File: src/rtl/serial_subtractor32.sv
// serial_subtractor32 -- multi-cycle subtractor, D = A - B - Bin.
//
// One CHUNK-bit slice is subtracted per clock, least significant first,
// with the borrow held in a register between slices. A full result takes
// N = BITS/CHUNK cycles of BUSY after the operands are accepted.
//
// Ports:
//   clk        system clock, rising edge
//   rst        synchronous active-high reset
//   in_valid   A/B/Bin valid           in_ready   block accepts operands
//   A, B, Bin  minuend, subtrahend, borrow-in
//   out_valid  D/Bout valid            out_ready  consumer takes result
//   D          difference mod 2^BITS   Bout       1 iff A < B + Bin (unsigned)
//   V          signed overflow (only with SUB_OVERFLOW_FLAG_EN defined)
//
// Optional feature macro: SUB_OVERFLOW_FLAG_EN (adds output V).

// One slice of the borrow chain: {bout, d} = a - b - bin in W+1 bits.
module serial_sub_slice #(
  parameter int W = 8
) (
  input  logic [W-1:0] a,
  input  logic [W-1:0] b,
  input  logic         bin,
  output logic [W-1:0] d,
  output logic         bout
);
  logic [W:0] res;
  assign res  = {1'b0, a} - {1'b0, b} - {{W{1'b0}}, bin};
  assign d    = res[W-1:0];
  // An underflow of the W+1-bit difference sets the top bit.
  assign bout = res[W];
endmodule

module serial_subtractor32 #(
  parameter int BITS  = 32,
  parameter int CHUNK = 8
) (
  input  logic            clk,
  input  logic            rst,
  input  logic            in_valid,
  output logic            in_ready,
  input  logic [BITS-1:0] A,
  input  logic [BITS-1:0] B,
  input  logic            Bin,
  output logic            out_valid,
  input  logic            out_ready,
  output logic [BITS-1:0] D,
  output logic            Bout
`ifdef SUB_OVERFLOW_FLAG_EN
  ,
  output logic            V
`endif
);

  localparam int N  = BITS / CHUNK;
  localparam int CW = (N > 1) ? $clog2(N) : 1;

  if (BITS % CHUNK != 0) begin : g_bad_chunk
    $error("serial_subtractor32: BITS must be a multiple of CHUNK");
  end

  typedef enum logic [1:0] {IDLE, BUSY, DONE} state_t;

  state_t          state_q;
  logic [BITS-1:0] a_q, b_q, d_q;
  logic            brw_q, bout_q;
  logic [CW-1:0]   cnt_q;
  logic            in_ready_q, out_valid_q;
`ifdef SUB_OVERFLOW_FLAG_EN
  logic            v_q;
`endif

  // Current slice operands and the slice result feeding the next state.
  int              sel;
  logic [CHUNK-1:0] a_sl, b_sl, diff_d;
  logic            brw_d;

  assign sel  = int'(cnt_q) * CHUNK;
  assign a_sl = a_q[sel +: CHUNK];
  assign b_sl = b_q[sel +: CHUNK];

  serial_sub_slice #(.W(CHUNK)) u_slice (
    .a    (a_sl),
    .b    (b_sl),
    .bin  (brw_q),
    .d    (diff_d),
    .bout (brw_d)
  );

  always_ff @(posedge clk) begin
    if (rst) begin
      state_q     <= IDLE;
      a_q         <= '0;
      b_q         <= '0;
      d_q         <= '0;
      brw_q       <= 1'b0;
      bout_q      <= 1'b0;
      cnt_q       <= '0;
      in_ready_q  <= 1'b1;
      out_valid_q <= 1'b0;
`ifdef SUB_OVERFLOW_FLAG_EN
      v_q         <= 1'b0;
`endif
    end else begin
      case (state_q)
        IDLE: begin
          if (in_valid) begin
            a_q        <= A;
            b_q        <= B;
            brw_q      <= Bin;
            cnt_q      <= '0;
            in_ready_q <= 1'b0;
            state_q    <= BUSY;
          end
        end
        BUSY: begin
          d_q[sel +: CHUNK] <= diff_d;
          brw_q             <= brw_d;
          cnt_q             <= cnt_q + CW'(1);
          if (cnt_q == CW'(N - 1)) begin
            bout_q      <= brw_d;
`ifdef SUB_OVERFLOW_FLAG_EN
            // diff_d holds the top slice here, so its MSB is D's sign bit.
            v_q         <= (a_q[BITS-1] != b_q[BITS-1]) &&
                           (diff_d[CHUNK-1] != a_q[BITS-1]);
`endif
            out_valid_q <= 1'b1;
            state_q     <= DONE;
          end
        end
        DONE: begin
          if (out_ready) begin
            out_valid_q <= 1'b0;
            in_ready_q  <= 1'b1;
            state_q     <= IDLE;
          end
        end
        default: begin
          out_valid_q <= 1'b0;
          in_ready_q  <= 1'b1;
          state_q     <= IDLE;
        end
      endcase
    end
  end

  assign in_ready  = in_ready_q;
  assign out_valid = out_valid_q;
  assign D         = d_q;
  assign Bout      = bout_q;
`ifdef SUB_OVERFLOW_FLAG_EN
  assign V         = v_q;
`endif

endmodule
File: config.mk
export PLATFORM = sky130hd
export DESIGN_NAME = serial_subtractor32
export DESIGN_NICKNAME = d
export VERILOG_FILES = /design/src/rtl/serial_subtractor32.sv
export SDC_FILE = /design/constraint.sdc
export NUM_CORES = 1
export LEC_CHECK = 0
export CAP_MARGIN = 20
export CORE_ASPECT_RATIO = 0.6
export CORE_MARGIN = 2
export CORE_UTILIZATION = 51
export DETAILED_ROUTE_END_ITERATION = 7
export GPL_ROUTABILITY_DRIVEN = 0
export PLACE_DENSITY = 0.91
export SYNTH_ARGS = -nofsm -noshare
export SYNTH_HDL_FRONTEND = slang
export SYNTH_SLANG_ARGS = --single-unit
File: constraint.sdc
create_clock -name clk -period 3.9 [get_ports clk]
set_input_delay 0.78 -clock clk [delete_from_list [all_inputs] [get_ports clk]]
set_output_delay 0.78 -clock clk [all_outputs]
set_load 0.01 [all_outputs]
# After elaboration in Yosys (flattened, before gate mapping)
# Index checks and enable logic that the tools add are counted.
dict set report op_classes {
  addsub 4
  eq_ne 6
  shift 4
  n_mux 15
  n_bitwise 2
  reduce_logical 8
}
# operator n
set ops {}
lappend ops {{32-bit by 6-bit variable part select with 8-bit output} 2}
lappend ops {{5-bit negator with 33-bit output} 1}
lappend ops {{8-bit by 33-bit variable shift with 32-bit output (first input constant)} 1}
lappend ops {{8-bit by 33-bit variable part select with 32-bit output} 1}
lappend ops {{32-bit bitwise mux} 1}
lappend ops {{3-bit AND reduction} 3}
lappend ops {{8-bit by 8-bit subtractor with 9-bit output} 1}
lappend ops {{9-bit by 1-bit subtractor with 9-bit output} 1}
lappend ops {{2-bit 2-to-1 mux} 4}
lappend ops {{2-bit inequality test (second input constant)} 3}
lappend ops {{1-bit case mux with 3 select lines} 2}
lappend ops {{2-bit case mux with 3 select lines} 1}
lappend ops {{2-bit AND reduction} 3}
lappend ops {{1-bit 2-to-1 mux} 5}
lappend ops {{2-bit equality test (second input constant)} 2}
lappend ops {{2-bit case mux with 2 select lines} 1}
lappend ops {{2-bit by 1-bit adder with 2-bit output (second input constant)} 1}
lappend ops {{2-bit by 1-bit equality test with 1-bit output (second input constant)} 1}
lappend ops {{2-bit logical NOT} 1}
lappend ops {{1-bit NOT} 2}
lappend ops {{1-bit case mux with 2 select lines} 1}
lappend ops {{2-bit nonzero test} 1}
dict set report totals {
  reg_bits 104
  output_inout_bits 35
  elab_cells 48
}

# Logic depth before layout (Yosys ltp)
dict set report logic_depth {
  ltp_word 5
  depth_mapped 12
  mapped_depth_nobuf 10
}

# Modules after synthesis
# A second synthesis with hierarchy kept.
dict set report unflattened {
  cells_unflattened 509
  area_unflattened_um2 4747.1
}
# mod instances cells_per_inst area_per_inst_um2 seq_area_each_um2
set by_module_without_submodules {}
lappend by_module_without_submodules {serial_subtractor32 1 433 4192.8 2082.0}
lappend by_module_without_submodules {serial_sub_slice 1 76 554.3 0.0}

# Least setup slack after synthesis
# OpenSTA, ideal clock, no wires.
dict set report synth_path {
  path_kind {register to register}
  from {register cnt_q[0]}
  to {register d_q[13], in the netlist D[13]}
  setup_time_ns 0.122
  arrival_ns 3.301
  required_time_ns 3.778
  slack_ns 0.477
  path_stages_with_launch 11
  n_path_buf 2
  synth_period_minus_slack_ns 3.423
  path_cell_list {dfxtp_1 -> buf_2 -> buf_4 -> mux4_2 -> fa_1 -> ha_1 -> nor2b_1 -> a221o_1 -> o21ai_4 -> a211oi_1 -> a311o_1}
}
dict set report synth_between {
  elab_chain_cells 5
  elab_cells_between_ends 8
  cone_classes {add/sub (3); shift (4); mux (1)}
}
# element line
set synth_rtl {}
lappend synth_rtl {{from (decl)} 68} ;# logic [CW-1:0] cnt_q;
lappend synth_rtl {{from (signal assigned)} 120} ;# cnt_q <= cnt_q + CW'(1);
lappend synth_rtl {{32-bit by 6-bit variable part select with 8-bit output (on tied branches)} {80, 81}}
lappend synth_rtl {{8-bit by 8-bit subtractor with 9-bit output} 29} ;# assign res = {1'b0, a} - {1'b0, b} - {{W{1'b0}}, bin};
lappend synth_rtl {{9-bit by 1-bit subtractor with 9-bit output} 29}
lappend synth_rtl {{8-bit by 33-bit variable part select with 32-bit output} 118} ;# d_q[sel +: CHUNK] <= diff_d;
lappend synth_rtl {{32-bit bitwise mux *} 118}
lappend synth_rtl {{to (signal, indexed assignment)} 118}
lappend synth_rtl {{to (decl)} 66} ;# logic [BITS-1:0] a_q, b_q, d_q;
# Mark *: on every way between the ends. The rest lies on a longest branch, timed or not.
# A chain may end at the register's enable or synchronous reset.

# Worst setup path after layout
dict set report layout_path {
  from {register cnt_q[0]}
  to {register d_q[30], in the netlist D[30]}
}
# The elaborated chain is that of the path after synthesis.

==> reports/metrics.yaml <==
synth_top_area_share_pct: 44.2
drt_iter0_drc: 483
final.period_utilization_pct: 88.9
start_util_pct: 52.0
slowest_delay_ns: 0.53
finalClockSkew_ns: 0.00934
drv_cap: 0
grt_pass1_wl_um: 21000
worstPathMaxFanout: 9
cp-start-kind: "flip-flop"
worstPathRequired_ns: 4.19
arrival_ns: 3.75
drcViolationCount: 0
root_buffer: "clkbuf_16"
synth_area_leaders: "dfxtp_1 (44%), nand2_1 (11%), a21oi_1 (8.6%), mux4_2 (7.2%), ha_1 (4.8%)"
cts_sinks: 104
min_path_type: "flip-flop to flip-flop"
ys.flop_type: "dfxtp_1"
cts_setup_buffers: 0
grt_antenna_before_repair: 0
final_common_cell: "nand2_1"
finalHoldViolations: 0
slew_headroom_pct: 39.7
p_leak_nw: 2.29
clk_path_buf_depth: 2
dp_hpwl_um: 9290
holdBufCountCts: 0
tritoncts: "yes"
io_pins: 104
post_cts_resized: 0
setup-tns-final_ns: 0
dp.cells: 743
fill_cells: 677
crit_path_cell_trace: "buf_4 > buf_4 > mux4_2 > inv_1 > fa_1 > inv_1 > fa_1 > a21boi_0 > o22ai_1 > xnor2_1 > a22oi_1 > nor2_1"
core_area_um2: 9050
nets: 727
io_buffers: 103
final_cell_mix: "nand2_1 (136), dfxtp_1 (104), clkdlybuf4s50_1 (102)"
tightest_slew_ns: 0.904
end_kind: "flip-flop"
ant_nets: 0
ys_warn_count: 0
wl_per_cell_um: 17.2
status: "finished clean"
die_h_um: 78.4
layout_min_cycle_time_ns: 3.47
synth_area_um2: 4710
ys_types: 40
die_width_um: 128
syn_nets: 638
final_cells: 758
yosysSeqAreaShare_pct: 44.2
via_per_inst: 5.82
yosysTopAreaCell: "dfxtp_1"
synth_seq_cells: 104
drv_slew: 0
n_antenna_cell: 0
numCtsBuffers: 9
rsz0062_at_grt: "no"
grt_overflow_total: 0
die_area_um2: 10000
wirelength_um: 13100
setup_viol: 0
syn_area_per_cell_um2: 8.57
drive_above_1_share_pct: 7.32
vias: 4411
max-vdd-ir-drop_uv: 277
netlist_instances: 549
h-tree-depth: 3
clk_latency_ns: 0.36
grt_pass1_vias: 4225
synth_edf_count: 0
power_density_nw_per_um2: 437
grt.total_usage_pct: 26.9
clkTransAtPathRegs_ns: 0.07
firstDrtPassIters: 7
syn_to_final_growth_pct: 30.5
critPathSlowestCell: "mux4_2"
std_cell_rows: 27
synthArstFlopShare_pct: 0
path_class: "flip-flop to flip-flop"
max_freq_mhz: 288
grt_max_degree: 66
[path summary, 6_finish.rpt]
kind | start | end | slack, ns | cells past startpoint
max | cnt_q[0] | D[30] | 0.43 | 12
min | b_q[29] | b_q[29] | 0.46 | 2
max reg2reg | cnt_q[0] | D[30] | 0.43 | 12
min reg2reg | b_q[29] | b_q[29] | 0.46 | 2
[cells by family (layout without fill, tap and decap cells)]
family | after synthesis | count (layout) | synth area share (%)
AND/OR/NAND/NOR | 215 | 215 | 19.4
buffers and inverters | 58 | 151 | 4.81
XOR/XNOR | 5 | 5 | 0.931
AO/OA/AOI/OAI | 129 | 129 | 17.0
flip-flops | 104 | 104 | 44.2
adder cells (fa/ha/maj) | 20 | 20 | 5.64
multiplexers | 18 | 18 | 8.03
[cell usage after synthesis (5+ instances only)]
master    instances
a22oi_1          18
dfxtp_1         104
ha_1             18
nor2_1           41
nand2b_1          6
or3_1             5
nand3b_1          6
and2_1            5
mux4_2           15
nand2_1         136
clkbuf_1         29
a21oi_1          81
a211oi_1          7
inv_1            24
nor3_1            7
[critical path: cells and delay by family, from the launching register on]
| family | cells | cell delay [ns] |
|---|---|---|
| AOI/OAI and AO/OA | 3 | 0.66 |
| adders and majority gates | 2 | 0.62 |
| xor gates and xnor gates | 1 | 0.46 |
| muxes | 1 | 0.53 |
| buffers and inverters | 4 | 0.60 |
| DFF | 1 | 0.35 |
| and+or+nand+nor | 1 | 0.18 |
[where the power goes]
group	total [W]	internal [W]	leakage (nW)	switching, W
combinational	0.000566	0.000243	1.29	0.000323
clock	0.000967	0.000560	0.149	0.000406
sequential	0.00115	0.00112	0.849	0.0000333
[cell type report]
cell class              instances  area (um^2)  share of cell area [%]
well taps                     116          145                    2.36
flip-flops and latches        104         2080                    33.9
multi-input cells             387         2400                    39.2
inverters                      24         90.1                    1.47
clock buffers                  10          229                    3.73
repair buffers                112         1110                    18.1
clock inverters                 5         81.3                    1.32
[flip-flops by register name, summed over array words and instances, names as in the netlist]
register   count
cnt_q          2
out_valid      1
brw_q          1
b_q           32
D             32
state_q        2
Bout           1
a_q           32
in_ready       1
[layer usage]
metal | share of wire, % | wire, um | track usage (%) | up-vias
met1 | 43 | 5550 | 36.0 | 2019
met3 | 11 | 1390 | 7.50 | 48
li1 | - | - | - | 2060
met4 | 2.7 | 350 | 9.45 | 0
met5 | 0 | 0 | 0 | -
met2 | 44 | 5760 | 42.2 | 284
[per-stage QoR]
step	setup slack (ns)	hold slack [ns]	total power [W]	cell area, um^2	utilization, %
after floorplan	0.477	0.433	0.00152	4710	-
after global placement	0.820	0.439	0.00169	5830	64.4
after detailed placement	0.684	0.448	0.00171	5830	64.4
after CTS	0.506	0.457	0.00267	6140	67.8
after global routing	0.175	0.477	0.00277	6140	67.8
final	0.433	0.456	0.00268	6140	67.8
(Power assumes the default switching activity.)
